$ cat src/rtl/debounce_pkg.sv
// Shared types and default constants for the push-button debouncer.
package debounce_pkg;

  typedef enum logic [1:0] {
    RELEASED,
    CONFIRM_PRESS,
    HELD,
    CONFIRM_RELEASE
  } debounce_state_t;

  localparam int DEFAULT_STABLE_SAMPLES = 20;
  localparam int DEFAULT_SYNC_STAGES    = 2;

endpackage

$ cat src/rtl/bit_synchronizer.sv
// Multi-flop synchronizer for a single asynchronous (or foreign-phase) bit.
module bit_synchronizer
  import debounce_pkg::*;
#(
  parameter int STAGES = DEFAULT_SYNC_STAGES
) (
  input  logic masterClock,
  input  logic masterResetN,
  input  logic asyncIn,
  output logic syncOut
);

  logic [STAGES-1:0] stage_reg;

  always_ff @(posedge masterClock or negedge masterResetN) begin
    if (!masterResetN) begin
      stage_reg <= '0;
    end else begin
      stage_reg <= {stage_reg[STAGES-2:0], asyncIn};
    end
  end

  assign syncOut = stage_reg[STAGES-1];

endmodule

$ cat src/rtl/button_debouncer.sv
// Debounces one push-button: samples the synchronized pin on each rise of the
// divided sample clock and only changes level after a run of agreeing samples.
module button_debouncer
  import debounce_pkg::*;
#(
  parameter int STABLE_SAMPLES = DEFAULT_STABLE_SAMPLES,
  parameter int SYNC_STAGES    = DEFAULT_SYNC_STAGES
) (
  input  logic masterClock,
  input  logic masterResetN,
  input  logic sampleClock,
  input  logic rawButton,
  output logic debouncedButton,
  output logic pressPulse,
  output logic releasePulse
);

  localparam int             CW         = $clog2(STABLE_SAMPLES + 1);
  localparam logic [CW-1:0]  ONE        = CW'(1);
  localparam logic [CW-1:0]  LAST_COUNT = CW'(STABLE_SAMPLES);
  localparam bit             SINGLE     = (STABLE_SAMPLES == 1);

  logic            sync_button;
  logic            sample_sync;
  logic            sample_prev;
  logic            sample_enable;
  debounce_state_t state;
  logic [CW-1:0]   count;
  logic [CW-1:0]   count_inc;

  bit_synchronizer #(.STAGES(SYNC_STAGES)) button_sync (
    .masterClock  (masterClock),
    .masterResetN (masterResetN),
    .asyncIn      (rawButton),
    .syncOut      (sync_button)
  );

  bit_synchronizer #(.STAGES(2)) sample_clock_sync (
    .masterClock  (masterClock),
    .masterResetN (masterResetN),
    .asyncIn      (sampleClock),
    .syncOut      (sample_sync)
  );

  assign sample_enable = sample_sync & ~sample_prev;
  assign count_inc     = count + ONE;

  // Pulses default low every cycle so each lasts exactly one cycle.
  always_ff @(posedge masterClock or negedge masterResetN) begin
    if (!masterResetN) begin
      sample_prev     <= 1'b0;
      state           <= RELEASED;
      count           <= '0;
      debouncedButton <= 1'b0;
      pressPulse      <= 1'b0;
      releasePulse    <= 1'b0;
    end else begin
      sample_prev  <= sample_sync;
      pressPulse   <= 1'b0;
      releasePulse <= 1'b0;
      if (sample_enable) begin
        case (state)
          RELEASED: begin
            if (sync_button) begin
              if (SINGLE) begin
                state           <= HELD;
                debouncedButton <= 1'b1;
                pressPulse      <= 1'b1;
                count           <= '0;
              end else begin
                state <= CONFIRM_PRESS;
                count <= ONE;
              end
            end
          end
          CONFIRM_PRESS: begin
            if (sync_button) begin
              if (count_inc == LAST_COUNT) begin
                state           <= HELD;
                debouncedButton <= 1'b1;
                pressPulse      <= 1'b1;
                count           <= '0;
              end else begin
                count <= count_inc;
              end
            end else begin
              state <= RELEASED;
              count <= '0;
            end
          end
          HELD: begin
            if (!sync_button) begin
              if (SINGLE) begin
                state           <= RELEASED;
                debouncedButton <= 1'b0;
                releasePulse    <= 1'b1;
                count           <= '0;
              end else begin
                state <= CONFIRM_RELEASE;
                count <= ONE;
              end
            end
          end
          CONFIRM_RELEASE: begin
            if (!sync_button) begin
              if (count_inc == LAST_COUNT) begin
                state           <= RELEASED;
                debouncedButton <= 1'b0;
                releasePulse    <= 1'b1;
                count           <= '0;
              end else begin
                count <= count_inc;
              end
            end else begin
              state <= HELD;
              count <= '0;
            end
          end
          default: begin
            state <= RELEASED;
            count <= '0;
          end
        endcase
      end
    end
  end

endmodule

$ cat config.mk
export PLATFORM = sky130hd
export DESIGN_NAME = button_debouncer
export DESIGN_NICKNAME = d
export VERILOG_FILES = /design/src/rtl/debounce_pkg.sv /design/src/rtl/bit_synchronizer.sv /design/src/rtl/button_debouncer.sv
export SDC_FILE = /design/constraint.sdc
export NUM_CORES = 1
export LEC_CHECK = 0
export ABC_AREA = 0
export BUFFER_PORTS_ARGS = -buffer_cell sky130_fd_sc_hd__buf_2
export CAP_MARGIN = 30
export CORE_UTILIZATION = 45
export CTS_CLUSTER_SIZE = 24
export DETAILED_ROUTE_END_ITERATION = 6
export GPL_TIMING_DRIVEN = 1
export HOLD_SLACK_MARGIN = 0.15
export PLACE_DENSITY_LB_ADDON = 0.05
export RECOVER_POWER = 100
export SETUP_SLACK_MARGIN = 0.2
export SLEW_MARGIN = 20
export SYNTH_ARGS = -nofsm -noshare
export SYNTH_HDL_FRONTEND = slang
export SYNTH_SLANG_ARGS = --single-unit
$ cat constraint.sdc
create_clock -name masterClock -period 2.2 [get_ports masterClock]
set_input_delay 0.44 -clock masterClock [delete_from_list [all_inputs] [get_ports masterClock]]
set_output_delay 0.44 -clock masterClock [all_outputs]
set_load 0.005 [all_outputs]
Yosys cells after proc, flatten, opt, wreduce, memory -nomap -nowiden

Index checks and enable logic that the tools add are counted.

Register bits: 15
Output and inout port bits: 3

Bitwise logic cells: 2
Reduce and logical (&&, ||, !) cells: 5
Add/sub/neg operators: 1
Equality and inequality tests: 12
Muxes and demuxes: 25

Operators with widths:

| operator                                              | count |
|---|---|
| 2-to-1 mux 5 bit                                      | 5 |
| one-hot mux 5 bit (4 select lines)                    | 1 |
| 2-to-1 mux 2 bit                                      | 6 |
| 2-to-1 mux 1 bit                                      | 11 |
| inequality test 2 bit, second input constant          | 4 |
| one-hot mux 2 bit (4 select lines)                    | 1 |
| AND reduction 6 bit                                   | 1 |
| adder 5 x 1 -> 5 bit, second input constant           | 1 |
| == test 5 bit, second input constant                  | 1 |
| AND reduction 5 bit                                   | 1 |
| == test 2 bit, second input constant                  | 2 |
| inequality test 2 x 1 -> 1 bit, second input constant | 2 |
| inequality test 3 x 2 -> 1 bit, second input constant | 1 |
| inequality test 3 bit, second input constant          | 1 |
| AND reduction 3 bit                                   | 1 |
| == test 2 x 1 -> 1 bit, second input constant         | 1 |
| logical NOT 2 bit                                     | 1 |
| one-hot mux 1 bit (2 select lines)                    | 1 |
| nonzero test 2 bit                                    | 1 |
| AND 1 bit                                             | 1 |
| inverter 1 bit                                        | 1 |

Longest topological paths before layout

Word-level depth: 6
Depth in mapped cells: 5

Modules after synthesis

From an unflattened synthesis, not the netlist that was laid out.

Cell total of the unflattened synthesis: 63
Area total of the unflattened synthesis: 721.9 um^2

By module, submodules not included:

| module           | seq. area each (um^2) | instances | area each (um^2) | cells each |
|---|---|---|---|---|
| button_debouncer | 275.3                 | 1         | 621.8            | 59 |
| bit_synchronizer | 50.0                  | 2         | 50.0             | 2 |

Worst setup path after synthesis

Ideal clock, no wire load.

Path type: register -> register
Start point: reg count[0]
End point: reg (tool-made name)
Arrival time: 1536 ps
Buffers on the path: 0
Stages on the path, launching flop included: 6
Path slack: 538 ps
Library setup time: 125 ps
Period minus slack after synthesis: 1662 ps
Required time: 2075 ps
Path through: dfrtp_1 -> ha_1 -> nor2b_2 -> a32oi_4 -> nor3_2 -> mux2_4

RTL lines:

| item                   | line                    | text |
|---|---|---|
| from (decl)            | button_debouncer.sv:28  | `logic [CW-1:0] count;` |
| from (signal assigned) | button_debouncer.sv:84  | `count <= count_inc;` |
| from (signal assigned) | button_debouncer.sv:112 | `count <= count_inc;` |

==> flow_metrics.py <==
metrics = {
    "layout": {
        "drive_gt1_frac": 0.1429,
        "fin_area_um2": 814.5,
        "fin_util": 0.5345,
        "layout_commonest_cell": "dfrtp_1",
        "final_cell_mix": "15 x dfrtp_1, 6 x nor2_1, 5 x buf_2",
        "area_growth_pct": 8.863,
        "largest_reg_flops": 5,
        "fin_cells": 93,
        "antennaDiodeCount": 0,
        "final_net_count": 84,
    },
    "synthesis": {
        "synth_nets": 73,
        "yosys_warnings": 0,
        "synth_cell_type_count": 30,
        "synth_edf_count": 0,
        "synthCells": 67,
        "synth_area_leaders": "dfrtp_1 50%, a32oi_4 3.7%, ha_1 3.3%",
        "synth_area_um2": 748.2,
        "syn_area_per_cell_um2": 11.17,
        "ys_ff_latch": 15,
        "async_reset_ff_frac": 1.000,
        "synth-seq-area-share": 0.5017,
        "synth_top_area_cell": "dfrtp_1",
        "synth_top_area_share": 0.5017,
        "synthFlopType": "dfrtp_1",
    },
    "timing": {
        "setup_viol": 0,
        "post-route-min-period_ns": 1.932,
        "fin_worst_skew_ns": 0.007611,
        "slew_viol_final": 0,
        "rsz0062_at_grt": "no",
        "timing.fmax_mhz": 517.5,
        "hold_viol": 0,
        "worstMarginPinSlew_ns": 0.7525,
        "fin_setup_tns_ns": 0,
        "relSlewSlack": 0.4983,
        "fin_crit_sh": 0.8783,
    },
    "clock_network": {
        "clk-insertion-delay-late_ns": 0.28,
        "cts.sinks": 15,
        "clock_path_buffers": 2,
        "path_clk_slew_ns": 0.09,
        "root_buffer": "clkbuf_4",
        "cts_tree": "yes",
        "numCtsBuffers": 3,
        "htree_levels": 1,
    },
    "worst_setup_path": {
        "slowest_delay_ns": 0.49,
        "ff2ff_setup_slack_ns": 0.27,
        "reg2reg_depth": 5,
        "slowest_stage": "dfrtp_1",
        "cp_cell_sequence": "ha_1 -> nor2b_1 -> a32oi_4 -> nor3_1 -> mux2_4",
        "crit_fanout": 9,
        "crit_required_ns": 2.38,
        "rr_startpoint": "count[0]",
        "path_class": "flop to flop",
        "critPathCaptureType": "flop",
        "start_kind": "flop",
        "arrival_ns": 2.11,
    },
    "placed_design": {
        "place_inst": 88,
        "gp_congestion": 0.6961,
        "place_area_um2": 787.0,
        "hpwl_um": 876.5,
        "port-buffer-count": 6,
    },
    "power_and_ir_drop": {
        "intPower_uw": 401.4,
        "seq_power_share": 0.567,
        "powerDensity_nw_per_um2": 690.0,
        "p_clk_frac": 0.274,
        "irDropWorstVdd_mv": 0.3260,
        "sw_frac_of_total": 0.2858,
        "comb_power_share": 0.158,
        "switchingPower_uw": 160.6,
        "p_leak_uw": 0.0003537,
    },
    "global_route": {
        "first_global_vias": 501,
        "grt_usage": 0.1597,
        "grt_pass1_wl_mm": 2.145,
        "grt_max_degree": 16,
        "antenna_found_initial": 0,
        "grt_overflow": 0,
    },
    "run_status": {
        "status": "complete, no violations",
    },
    "drt": {
        "routed_wl_mm": 1.180,
        "wl_per_cell_um": 12.69,
        "vias": 517,
        "via_per_inst": 5.559,
        "drtIter0Drc": 7,
        "ant_nets": 0,
        "drc": 0,
        "drtPass1Iterations": 4,
    },
    "worst_hold_path": {
        "whs_endpoint": "button_sync.stage_reg[0]",
        "hold_start": "rawButton",
        "min_path_cells": 1,
        "hold_path.class": "primary input to flop",
    },
    "die": {
        "die_area_um2": 1830,
        "fp.dieH_um": 42.78,
        "std_cell_rows": 14,
        "fp.dieW_um": 42.78,
        "pin_count": 7,
        "core_um2": 1524,
        "start_util": 0.4910,
    },
    "job": {
        "maxCapViolations": 0,
    },
}
cell usage after synthesis (2+ instances only):
master,number
o31ai_1,2
nand2_1,4
a22o_1,2
o21ai_0,3
nor2_1,6
nor3b_1,2
a21o_1,2
a31oi_1,3
inv_1,4
nand3b_1,3
a21oi_1,2
dfrtp_1,15
ha_1,2
power by group through the flow:
stage	clock network (uW)	registers [uW]	logic, uW
after floorplan	0	318	70.4
after global placement	0	322	88.9
after detailed placement	0	324	89.2
after CTS	160	318	91.7
after global routing	170	323	103
final	154	319	89.0
worst max-delay path by stage:
stage	end	start	cells after the start	slack [ns]
after floorplan	flop	count[0]	5	0.54
after global placement	flop	count[0]	5	0.45
after detailed placement	flop	count[0]	5	0.38
after CTS	flop	count[0]	5	0.37
after global routing	flop	count[0]	5	0.16
final	flop	count[0]	5	0.27
critical path: cells and delay by family, from the launching register on:
family | cells | cell delay, ns
AND/OR/NAND/NOR | 2 | 0.50
flip-flops | 1 | 0.49
adder cells (fa/ha/maj) | 1 | 0.34
multiplexers | 1 | 0.33
AO/OA/AOI/OAI | 1 | 0.17
repair_timing:
| action | 4_1_cts | 5_1_grt |
|---|---|---|
| buffers inserted | 0 | 0 |
| hold endpoints to repair | 15 | 0 |
| hold buffers | 1 | 0 |
| setup endpoints to repair | 0 | 0 |
| resized for setup | 0 | 0 |
layer usage:
metal	GRT usage	wire, um
met5	0	0
met4	0.03750	10
met3	0.06383	58
met2	0.2515	490
met1	0.2049	621
per-stage QoR:
step	total power, uW	hold WS, ns	setup slack, ns
after CTS	570.5	0.2540	0.3746
final	562.0	0.2625	0.2677
after global routing	596.2	0.2414	0.1554
after detailed placement	413.5	0.3370	0.3776
after global placement	411.1	0.3383	0.4452
after floorplan	388.9	0.1444	0.5384
logic make-up after synthesis:
group / count (synthesis) / share of synthesized area
buffers and inverters: 5 / 0.03511
flip-flops: 15 / 0.5017
XOR/XNOR: 1 / 0.01171
adder cells (fa/ha/maj): 2 / 0.03344
AO/OA/AOI/OAI: 20 / 0.2241
multiplexers: 1 / 0.02006
AND/OR/NAND/NOR: 23 / 0.1739
final cells by class:
type | count | area, um2
Inverter | 4 | 15.01
Sequential cell | 15 | 375.4
Tap cell | 16 | 20.02
Clock buffer | 4 | 26.28
Multi-Input combinational cell | 47 | 339.1
Fill cell | 144 | 709.4
Timing Repair Buffer | 7 | 38.79
Power figures use the tool's default switching activity.
